===== src/rtl/conv_mac_stream.sv =====
// KxK convolution MAC engine: pixel/kernel banks are loaded from a 32-bit valid/ready stream,
// then a one-tap-per-cycle pipelined MAC feeds a saturating or wrapping accumulator.
module conv_mac_stream #(
  parameter int DATA_W = 8,
  parameter int K      = 3,
  parameter int ACC_W  = 32,
  parameter int SAT    = 1
) (
  input  logic             clk,
  input  logic             rst_n,
  input  logic             in_valid,
  output logic             in_ready,
  input  logic [31:0]      in_data,
  input  logic             in_bank,
  input  logic             acc_clear,
  output logic             out_valid,
  input  logic             out_ready,
  output logic [ACC_W-1:0] out_data,
  output logic             ovf,
  output logic             ker_loaded,
  output logic             busy
);
  localparam int N   = K * K;
  localparam int EPB = 32 / DATA_W;
  localparam int BPB = (N + EPB - 1) / EPB;
  localparam int PW  = (BPB > 1) ? $clog2(BPB) : 1;
  localparam int TW  = (N > 1) ? $clog2(N) : 1;
  localparam int PRW = 2 * DATA_W;

  typedef enum logic [1:0] {LOAD, MAC, DRAIN, OUT} state_t;

  state_t                   state;
  logic [PW-1:0]            pix_ptr, ker_ptr;
  logic                     pix_full;
  logic [TW-1:0]            tap;
  logic signed [PRW-1:0]    prod;
  logic signed [ACC_W-1:0]  acc;
  logic signed [DATA_W-1:0] pix_mem [N];
  logic signed [DATA_W-1:0] ker_mem [N];

  logic                     pix_acc, ker_acc, pix_last, ker_last;
  logic                     pix_full_n, ker_loaded_n, do_acc, add_ovf;
  logic signed [PRW-1:0]    mult;
  logic signed [ACC_W:0]    sum;
  logic signed [ACC_W-1:0]  acc_n;

  assign in_ready = rst_n & (state == LOAD) & ~(~in_bank & pix_full);
  assign busy     = (state != LOAD);
  assign pix_acc  = in_valid & in_ready & ~in_bank;
  assign ker_acc  = in_valid & in_ready & in_bank;
  assign pix_last = (pix_ptr == PW'(BPB - 1));
  assign ker_last = (ker_ptr == PW'(BPB - 1));

  // Start condition looks at the post-beat bank status so a landing final beat starts MAC at once.
  always_comb begin
    pix_full_n   = pix_full | (pix_acc & pix_last);
    ker_loaded_n = ker_loaded;
    if (ker_acc) begin
      if (ker_last)
        ker_loaded_n = 1'b1;
      else if (ker_ptr == '0)
        ker_loaded_n = 1'b0;
    end
  end

  always_comb begin
    mult    = PRW'(pix_mem[tap]) * PRW'(ker_mem[tap]);
    do_acc  = ((state == MAC) && (tap != '0)) || (state == DRAIN);
    sum     = {acc[ACC_W-1], acc} + {{(ACC_W + 1 - PRW){prod[PRW-1]}}, prod};
    add_ovf = (sum[ACC_W] != sum[ACC_W-1]);
    acc_n   = sum[ACC_W-1:0];
    if (SAT != 0 && add_ovf)
      acc_n = sum[ACC_W] ? {1'b1, {(ACC_W-1){1'b0}}} : {1'b0, {(ACC_W-1){1'b1}}};
  end

  always_ff @(posedge clk) begin
    for (int unsigned i = 0; i < N; i++) begin
      if (pix_acc && pix_ptr == PW'(i / EPB))
        pix_mem[i] <= in_data[(i % EPB) * DATA_W +: DATA_W];
      if (ker_acc && ker_ptr == PW'(i / EPB))
        ker_mem[i] <= in_data[(i % EPB) * DATA_W +: DATA_W];
    end
  end

  always_ff @(posedge clk or negedge rst_n) begin
    if (!rst_n) begin
      state      <= LOAD;
      pix_ptr    <= '0;
      ker_ptr    <= '0;
      pix_full   <= 1'b0;
      ker_loaded <= 1'b0;
      tap        <= '0;
      prod       <= '0;
      acc        <= '0;
      out_data   <= '0;
      out_valid  <= 1'b0;
      ovf        <= 1'b0;
    end else begin
      if (do_acc) begin
        acc <= acc_n;
        if (add_ovf) ovf <= 1'b1;
      end
      case (state)
        LOAD: begin
          if (pix_acc) pix_ptr <= pix_last ? '0 : pix_ptr + 1'b1;
          if (ker_acc) ker_ptr <= ker_last ? '0 : ker_ptr + 1'b1;
          pix_full   <= pix_full_n;
          ker_loaded <= ker_loaded_n;
          if (acc_clear) begin
            acc <= '0;
            ovf <= 1'b0;
          end
          if (pix_full_n && ker_loaded_n) begin
            state <= MAC;
            tap   <= '0;
          end
        end
        MAC: begin
          prod <= mult;
          tap  <= tap + 1'b1;
          if (tap == TW'(N - 1)) state <= DRAIN;
        end
        DRAIN: state <= OUT;
        OUT: begin
          if (!out_valid) begin
            out_valid <= 1'b1;
            out_data  <= acc;
          end else if (out_ready) begin
            out_valid <= 1'b0;
            state     <= LOAD;
            pix_full  <= 1'b0;
            pix_ptr   <= '0;
          end
        end
        default: state <= LOAD;
      endcase
    end
  end
endmodule


===== config.mk =====
export PLATFORM = sky130hd
export DESIGN_NAME = conv_mac_stream
export DESIGN_NICKNAME = d
export VERILOG_FILES = /design/src/rtl/conv_mac_stream.sv
export SDC_FILE = /design/constraint.sdc
export NUM_CORES = 1
export LEC_CHECK = 0
export ABC_AREA = 1
export CELL_PAD_IN_SITES_DETAIL_PLACEMENT = 1
export CELL_PAD_IN_SITES_GLOBAL_PLACEMENT = 1
export CORE_ASPECT_RATIO = 0.8
export CORE_UTILIZATION = 40
export CTS_CLUSTER_DIAMETER = 150
export DETAILED_ROUTE_END_ITERATION = 12
export PLACE_DENSITY = 0.77
export SETUP_SLACK_MARGIN = 0.05
export SYNTH_ARGS = -nofsm -noshare
export SYNTH_HDL_FRONTEND = slang
export SYNTH_SLANG_ARGS = --single-unit

===== constraint.sdc =====
create_clock -name clk -period 6.5 [get_ports clk]
set_clock_uncertainty 0.05 [all_clocks]
set_input_delay 0.975 -clock clk [delete_from_list [all_inputs] [get_ports clk]]
set_output_delay 0.975 -clock clk [all_outputs]
set_load 0.02 [all_outputs]

== Word-level counts from Yosys, hierarchy flattened ==
Memories as Yosys holds them, arrays and structs flattened.
Cells that the tools add are included.
W data, S select, Z words.

* Input port bits: 38
* Memories kept: 2
* Word-level logic and storage cells: 145
* Output and inout port bits: 37
* RAM bits: 144
* Bits in registers: 94

{| class="wikitable"
|+ Memories
! memory !! words !! width !! read ports !! clocked after Yosys merged registers in !! write ports !! RTL line !! source
|-
| ker_mem || 9 || 8 || 1 || 0 || 4 || 39 || <nowiki>logic signed [DATA_W-1:0] ker_mem [N];</nowiki>
|-
| pix_mem || 9 || 8 || 1 || 0 || 4 || 38 || <nowiki>logic signed [DATA_W-1:0] pix_mem [N];</nowiki>
|}

* Equality and inequality tests: 14
* Reduce and logical (&&, ||, !) cells: 32
* $add $sub $neg: 4
* Mux-type cells: 70
* $mul: 1
* Bitwise gates (word level): 11

{| class="wikitable"
|+ Operator list
! kind !! count
|-
| $mux W32 || 5
|-
| $mux W8 || 10
|-
| $reduce_or A8 Y1 || 10
|-
| $mux W4 || 11
|-
| $add A32 B16 Y33 || 1
|-
| $mux W1 || 33
|-
| $mul A8 B8 Y16 || 1
|-
| $mux W2 || 7
|-
| $eq A2 B2 Y1 const B || 4
|-
| $logic_and A1 B1 Y1 || 8
|-
| $pmux W2 S4 || 1
|-
| $pmux W4 S2 || 1
|-
| $reduce_and A4 Y1 || 2
|-
| $and A1 B1 Y1 || 7
|-
| $eq A2 B1 Y1 const B || 3
|-
| $logic_not A2 Y1 || 3
|-
| $ne A2 B2 Y1 const B || 3
|-
| $reduce_and A2 Y1 || 3
|-
| $reduce_bool A2 Y1 || 3
|-
| $add A2 B1 Y2 const B || 2
|-
| $add A4 B1 Y4 const B || 1
|-
| $eq A4 B4 Y1 const B || 1
|-
| $ne A2 B1 Y1 const B || 2
|-
| $pmux W2 S2 || 1
|-
| 7 further kinds || 9
|}

== Depth between registers and ports, before layout ==
* Word-level depth: 12
* Mapped depth: 27
* Gate-level depth less buffers: 25

== Worst setup path before layout ==
Ideal clock, no wire load.

* Path type: register -> register
* Start point: register tap[0]
* End point: register prod[14]
* Slack: 1.438 ns
* Required time: 6.332 ns
* Library setup time: 0.118 ns
* Path buffers: 2
* Cell stages (with the launch flop): 26
* Arrival time: 4.894 ns
* Period minus slack after synthesis: 5.062 ns
* Path through: dfrtp_1 -> inv_2 -> buf_2 -> clkbuf_1 -> o21ai_0 -> o22ai_1 -> nand2_1 -> nand3_1 -> nand2_1 -> inv_1 -> fa_1 -> inv_1 -> fa_1 -> inv_1 -> fa_1 -> inv_1 -> fa_1 -> inv_1 -> ha_1 -> nand2_1 -> nor2_1 -> nand3_1 -> nand4_1 -> or2_2 -> nand3_1 -> nand2_1

* Word-level cells in the longest chain between the ends: 2
* Elaborated cells on any way between the ends: 3
* Those cells by class: mul (1); memory (2)

{| class="wikitable"
|+ Ends and longest elaborated chain
! item !! RTL line !! source
|-
| start: declaration || 35 || <nowiki>logic [TW-1:0] tap;</nowiki>
|-
| start signal: assignment || 120 || <nowiki>tap <= tap + 1'b1;</nowiki>
|-
| $mem_v2 Z9 W8 (on tied branches) || n/a ||
|-
| $mul A8 B8 Y16 (*) || 67 || <nowiki>mult = PRW'(pix_mem[tap]) * PRW'(ker_mem[tap]);</nowiki>
|-
| end signal: assignment || 119 || <nowiki>prod <= mult;</nowiki>
|-
| end: declaration || 36 || <nowiki>logic signed [PRW-1:0] prod;</nowiki>
|}

Mark *: on every way between the ends. The rest lies on a longest branch, timed or not.
A chain may end at the register's enable or synchronous reset.

== Final worst setup path ==
* Start point: register tap[3]
* End point: register prod[15]

Same word-level chain as after synthesis.

==> flow_summary_export.csv <==
group,metric,value,unit
yosys,synth_cells,1602,
drt,wl_met3,1993,um
drt,wl_per_cell,18.46,um
worst_setup_path,crit_chain,"inv_1 -> nand2_1 -> inv_1 -> nand2_1 -> nand3_1 -> nand2_1 -> inv_1 -> fa_1 -> inv_1 -> fa_1 -> fa_1 -> fa_1 -> inv_1 -> ha_1 -> a21o_1 -> a221oi_1 -> nand3_1 -> inv_1 -> nand2_1 -> nand3_1 -> nand2_1",
grt,grt_pass1_vias,11880,
worst_setup_path,crit_slowest_cell,"dfrtp_1",
clock_network,cts_root_buf,"clkbuf_16",
sta,finalSetupTns,0,ns
die,coreArea,0.03496,mm^2
worst_setup_path,slowest_delay,0.80,ns
grt,grt.overflow.total,0,
yosys,syn_area,0.01430,mm^2
clock_network,cts_resized,0,
yosys,synth_nets,1764,
drt,vias,11130,
sta,post-route-period-util,92.94,%
job,maxCapViolCount,0,
clock_network,cts_sinks,238,
clock_network,cts_buffers,26,
worst_setup_path,r2r_slack,0.46,ns
grt,grt_start_max_net_pins,66,
die,num_rows,61,
die,die-area,0.03651,mm^2
worst_setup_path,endpoint_kind,"flip-flop",
drt,routed_wirelength,39950,um
grt,grt_pass1_wl,64620,um
worst_setup_path,reg2reg_depth,21,
sta,worst_slew_pin_slew,0.9992,ns
yosys,synth_ff_type,"edfxtp_1",
sta,final-setup-viol-count,0,
sta,relSlewSlack,32.68,%
die,start_util,40.90,%
clock_network,clkLatencyLatePin,0.57,ns
worst_setup_path,worstSetupStartpoint,"tap[3]",
clock_network,post_cts_buffers,0,
die,io_pins,75,
worst_setup_path,r2r-start,"tap[3]",
place,place_congestion,0.9569,
sta,timing.fmax,165.5,MHz
cells_and_area,num-nets-final,1834,
yosys,synth_edf_count,144,
yosys,syn_area_per_cell,8.924,um^2
sta,drv_slew,0,
clock_network,holdBufCountCts,0,
worst_setup_path,worst_ep_required_time,6.88,ns
place,place.port_buffers,74,
outcome,status,"finished, final reports clean",
die,die_x,213.4,um
worst_setup_path,reg2reg_to,"prod[15]",
clock_network,cts_tree,"yes",
worst_setup_path,worstSetupPathType,"reg -> reg",
drt,routed.top_layer,"met4",
grt,track_usage,22.73,%
sta,rsz0062_at_grt,"false",
drt,wl_met1,19780,um
clock_network,clock_path_buffers,3,
worst_setup_path,crit_path_max_fanout,19,
sta,period_needed,6.041,ns
drt,dr_wl_met2,17620,um
drt,vias_per_cell,5.144,
clock_network,clk_pin_slew,0.06,ns
yosys,yosys_warnings,0,
yosys,async_flop_share,39.50,%
worst_setup_path,cp-start-kind,"flip-flop",
drt,ant_nets,0,
worst_setup_path,path_common_cell,"inv_1",
cells_and_area,syn_to_final_growth,14.61,%
cells_and_area,post-route-util,46.87,%
worst_setup_path,worstPathArrival,6.42,ns
yosys,ys_types,46,
yosys,ys_seq_elements,238,
die,die_y,171.1,um
drt,drt-initial-drc-count,666,
drt,drc_errors,0,
yosys,ys_seq_area_share,46.70,%
cells_and_area,diodes,0,
drt,first_pass_iters,5,
clock_network,htreeDepth,1,
min_path,hold_path.class,"in -> async",
grt,antenna_found_initial,0,
place,hpwl,29320,um
sta,hold_viol,0,
cells_and_area,drive_gt1_share,7.447,%
[through the flow]
stage               setup slack, ns  instances  cell area, um^2  hold WS (ns)
floorplan                     1.438       1602            14300        0.3983
global placement             0.7910       2116            15520        0.4182
detailed placement           0.5066       2116            15520        0.4216
CTS                          0.4572       2164            16380        0.2604
global route                 0.1341       2164            16380        0.2645
finish                       0.4587       2164            16380        0.2752
[logic make-up (layout without fill, tap and decap cells)]
logic type / Yosys count / count (layout) / share of synthesized area [%]
AOI/OAI and AO/OA: 234 / 234 / 9.032
DFF: 238 / 238 / 46.70
adders and majority gates: 124 / 124 / 13.79
muxes: 4 / 4 / 0.3150
buffers and inverters: 287 / 377 / 7.903
and+or+nand+nor: 683 / 683 / 20.30
xor gates and xnor gates: 32 / 32 / 1.960
[area by class of cell]
| type | instances | area, um^2 |
|---|---|---|
| Multi-Input combinational cell | 1077 | 6500 |
| Clock inverter | 17 | 190.2 |
| Tap cell | 472 | 590.6 |
| Clock buffer | 31 | 669.4 |
| Inverter | 242 | 908.4 |
| Timing Repair Buffer | 87 | 848.3 |
| Sequential cell | 238 | 6678 |
| Fill cell | 4142 | 18570 |
[placed cells by master (no fill, tap or decap), drive strengths merged, types with 11 or more instances in the layout]
| cell | instances |
|---|---|
| nand2 | 391 |
| inv | 243 |
| nor2 | 183 |
| edfxtp | 144 |
| o21ai | 117 |
| dfrtp | 94 |
| nand3 | 78 |
| clkdlybuf4s50 | 73 |
| ha | 68 |
| a21oi | 62 |
| fa | 56 |
| o22ai | 32 |
| clkbuf | 31 |
| xor2 | 17 |
| xnor2 | 15 |
| buf | 14 |
| clkinv | 11 |
[worst max-delay path: cells and delay by family, from the launching register on]
family / cells / cell delay, ns
AOI/OAI and AO/OA: 2 / 0.50
buffers and inverters: 6 / 0.83
DFF: 1 / 0.80
and+or+nand+nor: 8 / 1.16
adders and majority gates: 5 / 2.57
[how the worst max path moves through the flow]
stage	to	slack [ns]
after global routing	prod[13]	0.13
after floorplan	prod[14]	1.44
after global placement	prod[14]	0.79
after detailed placement	prod[15]	0.51
after CTS	prod[15]	0.46
final	prod[15]	0.46
[cells in the mapped netlist, types with 2 or more instances]
| cell | instances | share of area, % |
|---|---|---|
| a21o_1 | 4 | 0.21 |
| a21oi_1 | 59 | 2.1 |
| a21oi_2 | 3 | 0.18 |
| buf_1 | 3 | 0.079 |
| buf_12 | 2 | 0.28 |
| buf_2 | 4 | 0.14 |
| buf_6 | 2 | 0.16 |
| clkbuf_1 | 34 | 0.89 |
| dfrtp_1 | 94 | 16 |
| edfxtp_1 | 144 | 30 |
| fa_1 | 56 | 7.8 |
| ha_1 | 68 | 6.0 |
| inv_1 | 239 | 6.3 |
| inv_2 | 3 | 0.079 |
| mux2_2 | 4 | 0.32 |
| nand2_1 | 381 | 10 |
| nand2_2 | 8 | 0.35 |
| nand3_1 | 69 | 2.4 |
| nand3_2 | 9 | 0.63 |
| nand3b_1 | 6 | 0.32 |
| nand4_1 | 4 | 0.18 |
| nor2_1 | 155 | 4.1 |
| nor2_2 | 28 | 1.2 |
| nor3_1 | 6 | 0.21 |
| nor4_1 | 2 | 0.088 |
| o21ai_0 | 112 | 3.9 |
| o21ai_1 | 3 | 0.10 |
| o21ai_2 | 2 | 0.12 |
| o21bai_1 | 10 | 0.53 |
| o22ai_1 | 32 | 1.4 |
| o32ai_1 | 2 | 0.12 |
| or2_2 | 10 | 0.44 |
| xnor2_1 | 15 | 0.92 |
| xor2_1 | 17 | 1.0 |
[registers in the layout, summed over array words and instances, names as in the netlist, 2 cells and up]
name      cells
pix_ptr       2
ker_ptr       2
acc          32
ker_mem      72
out_data     32
state         2
prod         16
tap           4
pix_mem      72
[per-layer routing]
layer | track usage [%] | vias up
li1 | - | 5304
met1 | 33.68 | 5572
met2 | 35.91 | 217
met3 | 2.919 | 39
met4 | 3.758 | 0
met5 | 0 | -
Power is left out: the tool's default activity adds up to more than one toggle a clock period on the data nets, which glitch-free logic cannot reach.
